==> config.mk <==
export PLATFORM = sky130hd
export DESIGN_NAME = rs422_frame_reader_flat
export DESIGN_NICKNAME = d
export VERILOG_FILES = /design/src/rtl/rs422_frame_reader_if.sv /design/src/rtl/rs422_frame_reader.sv /design/src/flat_wrapper.sv
export SDC_FILE = /design/constraint.sdc
export NUM_CORES = 1
export LEC_CHECK = 0
export BUFFER_PORTS_ARGS = -buffer_cell sky130_fd_sc_hd__buf_4
export CAP_MARGIN = 20
export CORE_MARGIN = 2
export CORE_UTILIZATION = 45
export CTS_CLUSTER_DIAMETER = 80
export CTS_CLUSTER_SIZE = 40
export DETAILED_ROUTE_END_ITERATION = 10
export GPL_TIMING_DRIVEN = 0
export PLACE_DENSITY = 0.62
export SLEW_MARGIN = 20
export SYNTH_ARGS = -nofsm -noshare
export SYNTH_HDL_FRONTEND = slang
export SYNTH_SLANG_ARGS = --single-unit
==> constraint.sdc <==
create_clock -name clk -period 4.5 [get_ports clk]
set_input_delay 0.9 -clock clk [delete_from_list [all_inputs] [get_ports clk]]
set_output_delay 0.9 -clock clk [all_outputs]
set_load 0.1 [all_outputs]
==> src/rtl/rs422_frame_reader_if.sv <==
// Bus bundle between the frame reader and its FIFO and UART transmitter.
// master: the frame reader (issues FIFO reads, offers tx bytes).
// slave : the FIFO/UART side (supplies occupancy and read data, accepts tx bytes).
//   fifo_usedw  FIFO occupancy (PTRWIDTH+1 bits)
//   fifo_empty  FIFO empty flag
//   fifo_dout   FIFO read data, valid with fifo_valid
//   fifo_valid  read-data strobe, one cycle after an accepted fifo_load
//   fifo_load   one-cycle FIFO read request
//   tx_ready    transmitter can take a byte
//   tx_data     byte offered to the transmitter
//   tx_valid    byte offered; transfer when tx_valid && tx_ready
interface rs422_frame_reader_if #(
  parameter int unsigned PTRWIDTH = 9
);
  logic [PTRWIDTH:0] fifo_usedw;
  logic              fifo_empty;
  logic [7:0]        fifo_dout;
  logic              fifo_valid;
  logic              fifo_load;
  logic              tx_ready;
  logic [7:0]        tx_data;
  logic              tx_valid;

  modport master (
    input  fifo_usedw, fifo_empty, fifo_dout, fifo_valid, tx_ready,
    output fifo_load, tx_data, tx_valid
  );

  modport slave (
    output fifo_usedw, fifo_empty, fifo_dout, fifo_valid, tx_ready,
    input  fifo_load, tx_data, tx_valid
  );
endinterface

==> src/rtl/rs422_frame_reader.sv <==
// Drains a byte FIFO into framed RS-422 packets: HDR0, HDR1, LEN, payload, CSUM.
// A frame starts once MAX_LEN bytes are queued, or after TIMEOUT idle cycles
// with a partial FIFO. CSUM is the modulo-256 sum of LEN and the payload.
// Ports:
//   clk, rst    clock, asynchronous active-high reset
//   bus         master side of rs422_frame_reader_if (FIFO read + UART tx)
//   busy        high whenever the reader is not idle
//   frame_done  one-cycle pulse after the checksum byte is accepted
module rs422_frame_reader #(
  parameter int unsigned PTRWIDTH = 9,
  parameter logic [7:0]  HDR0     = 8'hEB,
  parameter logic [7:0]  HDR1     = 8'h90,
  parameter int unsigned MAX_LEN  = 64,
  parameter int unsigned TIMEOUT  = 5000
) (
  input  logic                clk,
  input  logic                rst,
  rs422_frame_reader_if.master bus,
  output logic                busy,
  output logic                frame_done
);

  localparam int unsigned UW = PTRWIDTH + 1;
  localparam logic [UW-1:0] MAX_LEN_W = UW'(MAX_LEN);
  localparam logic [7:0]    MAX_LEN_B = 8'(MAX_LEN);
  localparam logic [15:0]   TIMEOUT_W = 16'(TIMEOUT);

  typedef enum logic [3:0] {
    IDLE, S_HDR0, S_HDR1, S_LEN, FETCH, WAIT_DATA, SEND_DATA, S_CSUM, DONE
  } state_t;

  state_t      state_q, state_n;
  logic [15:0] idle_q, idle_n;
  logic [7:0]  len_q, len_n;
  logic [7:0]  csum_q, csum_n;
  logic [7:0]  cnt_q, cnt_n;
  logic [7:0]  cnt_inc;
  logic [7:0]  tx_data_q, tx_data_n;
  logic        tx_valid_q, tx_valid_n;
  logic        load_q, load_n;
  logic        busy_q, busy_n;
  logic        done_q, done_n;
  logic        start_c;
  logic        accept_c;

  assign bus.tx_data   = tx_data_q;
  assign bus.tx_valid  = tx_valid_q;
  assign bus.fifo_load = load_q;
  assign busy          = busy_q;
  assign frame_done    = done_q;

  assign start_c  = (bus.fifo_usedw >= MAX_LEN_W) ||
                    ((idle_q == TIMEOUT_W) && !bus.fifo_empty);
  assign accept_c = tx_valid_q && bus.tx_ready;
  assign cnt_inc  = cnt_q + 8'd1;

  // State and registered outputs
  always_ff @(posedge clk or posedge rst) begin
    if (rst) begin
      state_q    <= IDLE;
      idle_q     <= '0;
      len_q      <= '0;
      csum_q     <= '0;
      cnt_q      <= '0;
      tx_data_q  <= '0;
      tx_valid_q <= 1'b0;
      load_q     <= 1'b0;
      busy_q     <= 1'b0;
      done_q     <= 1'b0;
    end else begin
      state_q    <= state_n;
      idle_q     <= idle_n;
      len_q      <= len_n;
      csum_q     <= csum_n;
      cnt_q      <= cnt_n;
      tx_data_q  <= tx_data_n;
      tx_valid_q <= tx_valid_n;
      load_q     <= load_n;
      busy_q     <= busy_n;
      done_q     <= done_n;
    end
  end

  // Next state and next output values. Outputs are registered alongside the
  // state, so each branch sets what the outputs must show in the next state.
  always_comb begin
    state_n    = state_q;
    idle_n     = '0;
    len_n      = len_q;
    csum_n     = csum_q;
    cnt_n      = cnt_q;
    tx_data_n  = tx_data_q;
    tx_valid_n = 1'b0;
    load_n     = 1'b0;

    unique case (state_q)
      IDLE: begin
        if (start_c) begin
          state_n    = S_HDR0;
          len_n      = (bus.fifo_usedw >= MAX_LEN_W) ? MAX_LEN_B : 8'(bus.fifo_usedw);
          csum_n     = '0;
          cnt_n      = '0;
          tx_valid_n = 1'b1;
          tx_data_n  = HDR0;
        end else if (!bus.fifo_empty && (bus.fifo_usedw < MAX_LEN_W)) begin
          idle_n = idle_q + 16'd1;
        end
      end

      S_HDR0: begin
        tx_valid_n = 1'b1;
        if (accept_c) begin
          state_n   = S_HDR1;
          tx_data_n = HDR1;
        end
      end

      S_HDR1: begin
        tx_valid_n = 1'b1;
        if (accept_c) begin
          state_n   = S_LEN;
          tx_data_n = len_q;
        end
      end

      S_LEN: begin
        tx_valid_n = 1'b1;
        if (accept_c) begin
          state_n    = FETCH;
          tx_valid_n = 1'b0;
          csum_n     = csum_q + len_q;
          load_n     = !bus.fifo_empty;
        end
      end

      // The read request is raised on entry when data is already present;
      // otherwise it is raised once the FIFO reports data.
      FETCH: begin
        if (load_q) begin
          state_n = WAIT_DATA;
        end else begin
          load_n = !bus.fifo_empty;
        end
      end

      WAIT_DATA: begin
        if (bus.fifo_valid) begin
          state_n    = SEND_DATA;
          csum_n     = csum_q + bus.fifo_dout;
          tx_data_n  = bus.fifo_dout;
          tx_valid_n = 1'b1;
        end
      end

      SEND_DATA: begin
        tx_valid_n = 1'b1;
        if (accept_c) begin
          cnt_n = cnt_inc;
          if (cnt_inc == len_q) begin
            state_n   = S_CSUM;
            tx_data_n = csum_q;
          end else begin
            state_n    = FETCH;
            tx_valid_n = 1'b0;
            load_n     = !bus.fifo_empty;
          end
        end
      end

      S_CSUM: begin
        tx_valid_n = 1'b1;
        if (accept_c) begin
          state_n    = DONE;
          tx_valid_n = 1'b0;
        end
      end

      DONE: begin
        state_n = IDLE;
      end

      default: begin
        state_n = IDLE;
      end
    endcase

    busy_n = (state_n != IDLE);
    done_n = (state_n == DONE);
  end

endmodule

==> src/flat_wrapper.sv <==
// flat-port wrapper written by rule: the top's interface ports become plain ports
module rs422_frame_reader_flat 
#(
  parameter int unsigned PTRWIDTH = 9,
  parameter logic [7:0]  HDR0     = 8'hEB,
  parameter logic [7:0]  HDR1     = 8'h90,
  parameter int unsigned MAX_LEN  = 64,
  parameter int unsigned TIMEOUT  = 5000
)
  (clk, rst, busy, frame_done, bus_fifo_usedw, bus_fifo_empty, bus_fifo_dout, bus_fifo_valid, bus_tx_ready, bus_fifo_load, bus_tx_data, bus_tx_valid);
  rs422_frame_reader_if #(.PTRWIDTH(PTRWIDTH)) bus_i ();
  input  logic clk;
  input  logic rst;
  output logic busy;
  output logic frame_done;
  input wire logic [$bits(bus_i.fifo_usedw)-1:0] bus_fifo_usedw;
  input wire logic [$bits(bus_i.fifo_empty)-1:0] bus_fifo_empty;
  input wire logic [$bits(bus_i.fifo_dout)-1:0] bus_fifo_dout;
  input wire logic [$bits(bus_i.fifo_valid)-1:0] bus_fifo_valid;
  input wire logic [$bits(bus_i.tx_ready)-1:0] bus_tx_ready;
  output wire logic [$bits(bus_i.fifo_load)-1:0] bus_fifo_load;
  output wire logic [$bits(bus_i.tx_data)-1:0] bus_tx_data;
  output wire logic [$bits(bus_i.tx_valid)-1:0] bus_tx_valid;
  assign bus_i.fifo_usedw = bus_fifo_usedw;
  assign bus_i.fifo_empty = bus_fifo_empty;
  assign bus_i.fifo_dout = bus_fifo_dout;
  assign bus_i.fifo_valid = bus_fifo_valid;
  assign bus_i.tx_ready = bus_tx_ready;
  assign bus_fifo_load = bus_i.fifo_load;
  assign bus_tx_data = bus_i.tx_data;
  assign bus_tx_valid = bus_i.tx_valid;
  rs422_frame_reader #(.PTRWIDTH(PTRWIDTH), .HDR0(HDR0), .HDR1(HDR1), .MAX_LEN(MAX_LEN), .TIMEOUT(TIMEOUT)) u_core (.clk(clk), .rst(rst), .bus(bus_i), .busy(busy), .frame_done(frame_done));
endmodule
# Word-level counts from Yosys, hierarchy flattened
# Index checks and enable logic that the tools add are counted.
# classes
n_addsub	4
mul	0
n_div	0
order_cmp	2
n_eq_ne	17
shifts	0
mux	38
bitwise	0
reduce_logical	16
# ops
op	count
$mux W8	11
$mux W16	3
$pmux W8 S5	1
$mux W4	8
$pmux W4 S8	1
$pmux W8 S3	1
$add A16 B1 Y16 const B	1
$add A8 B8 Y8	2
$eq A16 B13 Y1 const B	1
$eq A4 B3 Y1 const B	4
$pmux W8 S2	1
$ne A2 B1 Y1 const B	6
$ge A10 B7 Y1 const B	1
$lt A10 B7 Y1 const B	1
$mux W1	9
$add A8 B1 Y8 const B	1
$eq A4 B2 Y1 const B	2
$eq A8 B8 Y1	1
$reduce_and A7 Y1	1
$pmux W1 S5	1
$reduce_bool A5 Y1	1
$eq A4 B1 Y1 const B	1
$eq A4 B4 Y1 const B	1
$logic_not A4 Y1	1
other kinds (13)	16
# totals
ff_bits	56
latch_bits	0
mem_bits_rw	0
romBits	0
out_inout_bits	12
elab_cells	87
mem_count	0

# Longest topological paths before layout
# depth
depth_word	6
mapped_depth	14
ltp_nobuf	12

# Worst setup path after synthesis
# No wires, ideal clock.
# synth_timing
path_kind	reg2reg
startpoint	reg u_core.state_q[3]
endpoint	reg u_core.csum_q[7]
t_arrival_ps	2944
t_required_ps	4417
slack_ps	1474
stages_incl_launch_ff	13
path_cell_list	dfrtp_1 clkbuf_1 nand2b_1 nor2_1 clkbuf_1 mux2_2 ha_1 a21oi_1 o211ai_1 o41ai_1 xnor2_1 or3_1 o21ai_0
# synth_between
elab_chain_cells	3
word_cells_on_any_way	9
classes_between	eq/ne: 5; mux: 1; reduce/logical: 3
# synth_rtl
item	line_no	text
start, declared	rs422_frame_reader.sv:32	state_t state_q, state_n;
start signal, assigned	rs422_frame_reader.sv:71	state_q <= state_n;
$eq A4 B2 Y1 (tied with other cells)	rs422_frame_reader.sv:96	unique case (state_q)
$ne A2 B1 Y1 (no line) (tied with other cells)	-	
$reduce_and A4 Y1 (no line)	-	
end signal, assigned	rs422_frame_reader.sv:74	csum_q <= csum_n;
end, declared	rs422_frame_reader.sv:35	logic [7:0] csum_q, csum_n;
# Several ways; a longest one is shown, not always the timed one.
# A chain may end at the register's enable or synchronous reset.

# Worst setup path in the final report
# Same ends and word-level chain as after synthesis.

==> impl_summary.md <==
Cells and area
The post-route netlist has 15.9% of its cells at a drive strength greater than 1. The number of antenna diodes in the final layout is 0. The top cell types in the final layout, fill and taps aside, are 56 x sky130_fd_sc_hd__dfrtp_1, 39 x sky130_fd_sc_hd__nor2_1, 36 x sky130_fd_sc_hd__o21ai_0.

The utilization of the core after routing is 53.9%. The area growth from synthesis to layout is 14.7%. For this run, the post-layout net count is 454. Leaving out fill and tap cells, the most frequent cell in the layout is sky130_fd_sc_hd__dfrtp_1. The final instance area is 3970 µm².

Global route
The wire length of the first global-routing pass is 14000 µm. The remaining global-route overflow is 0. Entering global routing, the biggest net connects 57 pins. The via count of the first global-routing pass was 2810. The number of antenna violations at the first check in global routing is 0. The global-route total usage across every layer is 20.6%.

Floorplan
The floorplan has 31 rows. The top-level I/O count is 35. The die area is 8410 µm². The standard cell core area is 7370 µm². The die is 91.7 µm tall. In this run the horizontal extent of the chip is 91.7 µm. Once the floorplan was initialized, standard cells occupied 47.0% of the core.

Critical path
The required arrival time at the worst endpoint is 4.74 ns. The buffering stage count on the worst path with inverters included is 2. Traced cell by cell, the critical path runs through clkbuf_1 -> nand2b_1 -> nor2_1 -> clkbuf_1 -> mux2_2 -> ha_1 -> a21oi_1 -> o211ai_1 -> o41ai_1 -> xnor2_1 -> or3_1 -> o21ai_0. The worst register-to-register path has a depth of 12. The origin of the critical flop-to-flop path is u_core.state_q[3]. STA classifies the critical path startpoint as a flip-flop. Counting buffers and inverters, the worst setup path is 12 cells deep. The classification of the worst setup path is reg -> reg.

At the worst endpoint, the arrival time is 3.91 ns. The most used cell along the critical path is sky130_fd_sc_hd__clkbuf_1. The master of the slowest instance on the critical path is sky130_fd_sc_hd__o41ai_1. The reg-to-reg critical path endpoint is u_core.csum_q[7].

The critical path startpoint is u_core.state_q[3]. The kind of cell adding the most delay to the critical path is compound AO/OA/AOI/OAI gates. The maximum fanout along the worst path is 10. The worst register-to-register path has a setup slack of 0.83 ns. The capturing element of the worst setup path is u_core.csum_q[7]. The worst setup path is captured at a flip-flop.

In this design, the stage delay of the slowest critical-path cell is 0.49 ns.

Synth
The synthesized design contains 0 enable-type register cells. The synthesized area is 3460 µm². The average instance in the mapped netlist occupies 9.14 µm². The share of flip-flops with an asynchronous set or reset after synthesis is 100%. The total nets after synthesis is 413. After synthesis, flip-flops and latches occupy 40.5% of the total area. The synthesized flop and latch total is 56. The main flop type after synthesis is sky130_fd_sc_hd__dfrtp_1. The number of different library cells in the post-synthesis netlist is 58. Synthesis produced 379 cells. During synthesis, Yosys emitted a total of 0 warnings.

Power
The leakage power figure is 1.68 nW. Internal power comes to 1.27 mW. IR analysis of the VDD net gives a maximum drop of 239 µV. The sequential group share of total power is 30.1%. The power per unit of standard cell area is 601 nW/µm².

Net switching is 46.6% of the power. The share of total power in combinational logic is 54.5%. The clock network is responsible for 15.4% of the overall power. The design draws 2.39 mW. The switching power is 1.11 mW.

Drt
The detailed-route wire length is 8260 µm. The DRC violation count after routing is 0. The number of routed nets with antenna violations is 0. The per-cell via count in the routed design is 5.60. For this run, the detailed router's first-pass iteration total came to 5.

The total vias in the final route is 2913. Dividing the detail-routed wire length by the instance count gives 15.9 µm. The DRC violation total after the first TritonRoute iteration is 188.

Clock network
After clock tree synthesis, the clock-pin slew on the worst setup and hold paths is 0.11 ns. TritonCTS built the clock tree. In this run, CTS created clock tree buffers numbering 5. Counting every sink on the clock net gives 56.

CTS built an H-tree with a depth of 2. The maximum buffer depth of the clock tree is 2. Hold repair after CTS inserted 0 buffers. The clock latency at the later pin of the worst-skew pair is 0.31 ns. The post-CTS setup buffer count is 0. The root buffer selected by CTS is sky130_fd_sc_hd__clkbuf_8.

After clock tree synthesis, the repair step resized 0 gates.

STA
Setup violations remaining at the end of the flow were counted as 0. The worst-case headroom to the max-slew limit is 43.1%. The post-route clock period utilization is 81.6%. Setup repair after global routing left no endpoint under its margin. The final-report max-slew violation count is 0. The final-layout setup total negative slack is 0 ns. At the pin with the least slew margin, the transition time is 0.846 ns.

Counting I/O delays and the setup requirement, the final critical path takes 3.67 ns. The hold violation total from the final report is 0. Derived from the worst setup path, the maximum achievable clock frequency is 272 MHz. The largest clock skew in the final design is 0.0137 ns.

Worst hold path
The class of the tightest hold or removal check is reg -> reg.

Place
After detailed placement, the total cell area comes to 3840 µm². At the end of routability-driven placement, the weighted congestion stood at 0.929. The count of input and output buffers is 34. The half-perimeter wire length of the detailed placement result is 6170 µm.

Run
The number of maximum-capacitance violations is 0.

Status
The flow ran to the end, and the final reports show no timing, DRC or antenna violations.
==> synth_stat cells, types with 2 or more instances <==
cell type / n / area, µm²
sky130_fd_sc_hd__a21boi_0: 3 / 22.5
sky130_fd_sc_hd__a21oi_1: 23 / 115
sky130_fd_sc_hd__a222oi_1: 2 / 20.0
sky130_fd_sc_hd__a31oi_1: 2 / 12.5
sky130_fd_sc_hd__and2_1: 2 / 12.5
sky130_fd_sc_hd__and3_1: 6 / 37.5
sky130_fd_sc_hd__and4_1: 2 / 17.5
sky130_fd_sc_hd__clkbuf_1: 15 / 56.3
sky130_fd_sc_hd__dfrtp_1: 56 / 1400
sky130_fd_sc_hd__ha_1: 10 / 125
sky130_fd_sc_hd__inv_1: 18 / 67.6
sky130_fd_sc_hd__mux2_2: 7 / 78.8
sky130_fd_sc_hd__mux2_4: 7 / 105
sky130_fd_sc_hd__mux2i_1: 4 / 40.0
sky130_fd_sc_hd__nand2_1: 31 / 116
sky130_fd_sc_hd__nand2b_1: 5 / 31.3
sky130_fd_sc_hd__nand3_1: 22 / 110
sky130_fd_sc_hd__nand4_1: 3 / 18.8
sky130_fd_sc_hd__nor2_1: 39 / 146
sky130_fd_sc_hd__nor2b_1: 9 / 56.3
sky130_fd_sc_hd__nor3_1: 4 / 20.0
sky130_fd_sc_hd__nor4_2: 2 / 25.0
sky130_fd_sc_hd__nor4b_1: 3 / 26.3
sky130_fd_sc_hd__nor4bb_1: 2 / 20.0
sky130_fd_sc_hd__o211ai_1: 2 / 15.0
sky130_fd_sc_hd__o21ai_0: 36 / 180
sky130_fd_sc_hd__o311ai_1: 2 / 17.5
sky130_fd_sc_hd__o31ai_1: 3 / 22.5
sky130_fd_sc_hd__or3_1: 2 / 12.5
sky130_fd_sc_hd__xnor2_1: 13 / 114
sky130_fd_sc_hd__xor2_1: 17 / 149
==> kinds of logic (layout without fill, tap and decap cells) <==
logic type                 count (synthesis)  in the layout  synth area share, %
and+or+nand+nor                          142            142                 21.5
AOI/OAI and AO/OA                         87             87                 15.8
DFF                                       56             56                 40.5
buffers and inverters                     35             77                 4.01
xor gates and xnor gates                  30             30                 7.59
muxes                                     18             18                 6.47
adders and majority gates                 11             11                 4.19
==> worst min path at each step <==
stage	from	endpoint	slack, ns	cells after the start
3_3_place_gp	u_core.bus.tx_data[1]	u_core.bus.tx_data[1]	0.50	1
5_1_grt	u_core.bus.tx_data[5]	u_core.bus.tx_data[5]	0.55	1
2_1_floorplan	u_core.idle_q[0]	u_core.idle_q[0]	0.49	1
3_5_place_dp	u_core.bus.tx_data[7]	u_core.bus.tx_data[7]	0.50	1
6_report	u_core.bus.tx_data[2]	u_core.bus.tx_data[2]	0.53	1
4_1_cts	u_core.bus.tx_data[2]	u_core.bus.tx_data[2]	0.53	1
==> state kept, by name (all words and copies together) (netlist names) <==
register and count:
u_core.bus.fifo_load 1, u_core.cnt_q 8, u_core.csum_q 8, u_core.idle_q 16, u_core.state_q 4, u_core.bus.tx_data 8
u_core.busy 1, u_core.frame_done 1, u_core.bus.tx_valid 1, u_core.len_q 8
==> per-layer routing <==
| layer | vias up | global-route usage (%) | part of all wire, % |
|---|---|---|---|
| li1 | 1423 | - | - |
| met1 | 1414 | 30.0 | 48 |
| met2 | 70 | 32.4 | 47 |
| met3 | 6 | 2.79 | 4.1 |
| met4 | 0 | 5.10 | 0.91 |
| met5 | - | 0 | 0 |
==> layout make-up <==
class,count,area [µm²]
Inverter,18,70.1
Multi-Input combinational cell,288,1920
Sequential cell,56,1400
Timing Repair Buffer,34,255
Clock buffer,7,96.3
Clock inverter,1,30.0
Buffer,17,71.3
Fill cell,706,3400
Tap cell,99,124
==> power groups by stage <==
| stage | combinational, mW | clock, mW | sequential, mW |
|---|---|---|---|
| floorplan | 0.737 | 0 | 0.992 |
| global placement | 1.28 | 0 | 0.722 |
| detailed placement | 1.29 | 0 | 0.727 |
| CTS | 1.30 | 0.378 | 0.717 |
| global route | 1.42 | 0.397 | 0.730 |
| finish | 1.30 | 0.368 | 0.718 |
==> through the flow <==
| step | instances | setup slack (ns) | hold slack, ns |
|---|---|---|---|
| 4_1_cts | 520 | 0.819 | 0.529 |
| 3_3_place_gp | 512 | 0.941 | 0.499 |
| 6_report | 520 | 0.829 | 0.528 |
| 3_5_place_dp | 512 | 0.889 | 0.504 |
| 5_1_grt | 520 | 0.582 | 0.553 |
| 2_1_floorplan | 379 | 1.47 | 0.488 |
Note: power is estimated with default switching activity, not from simulation.
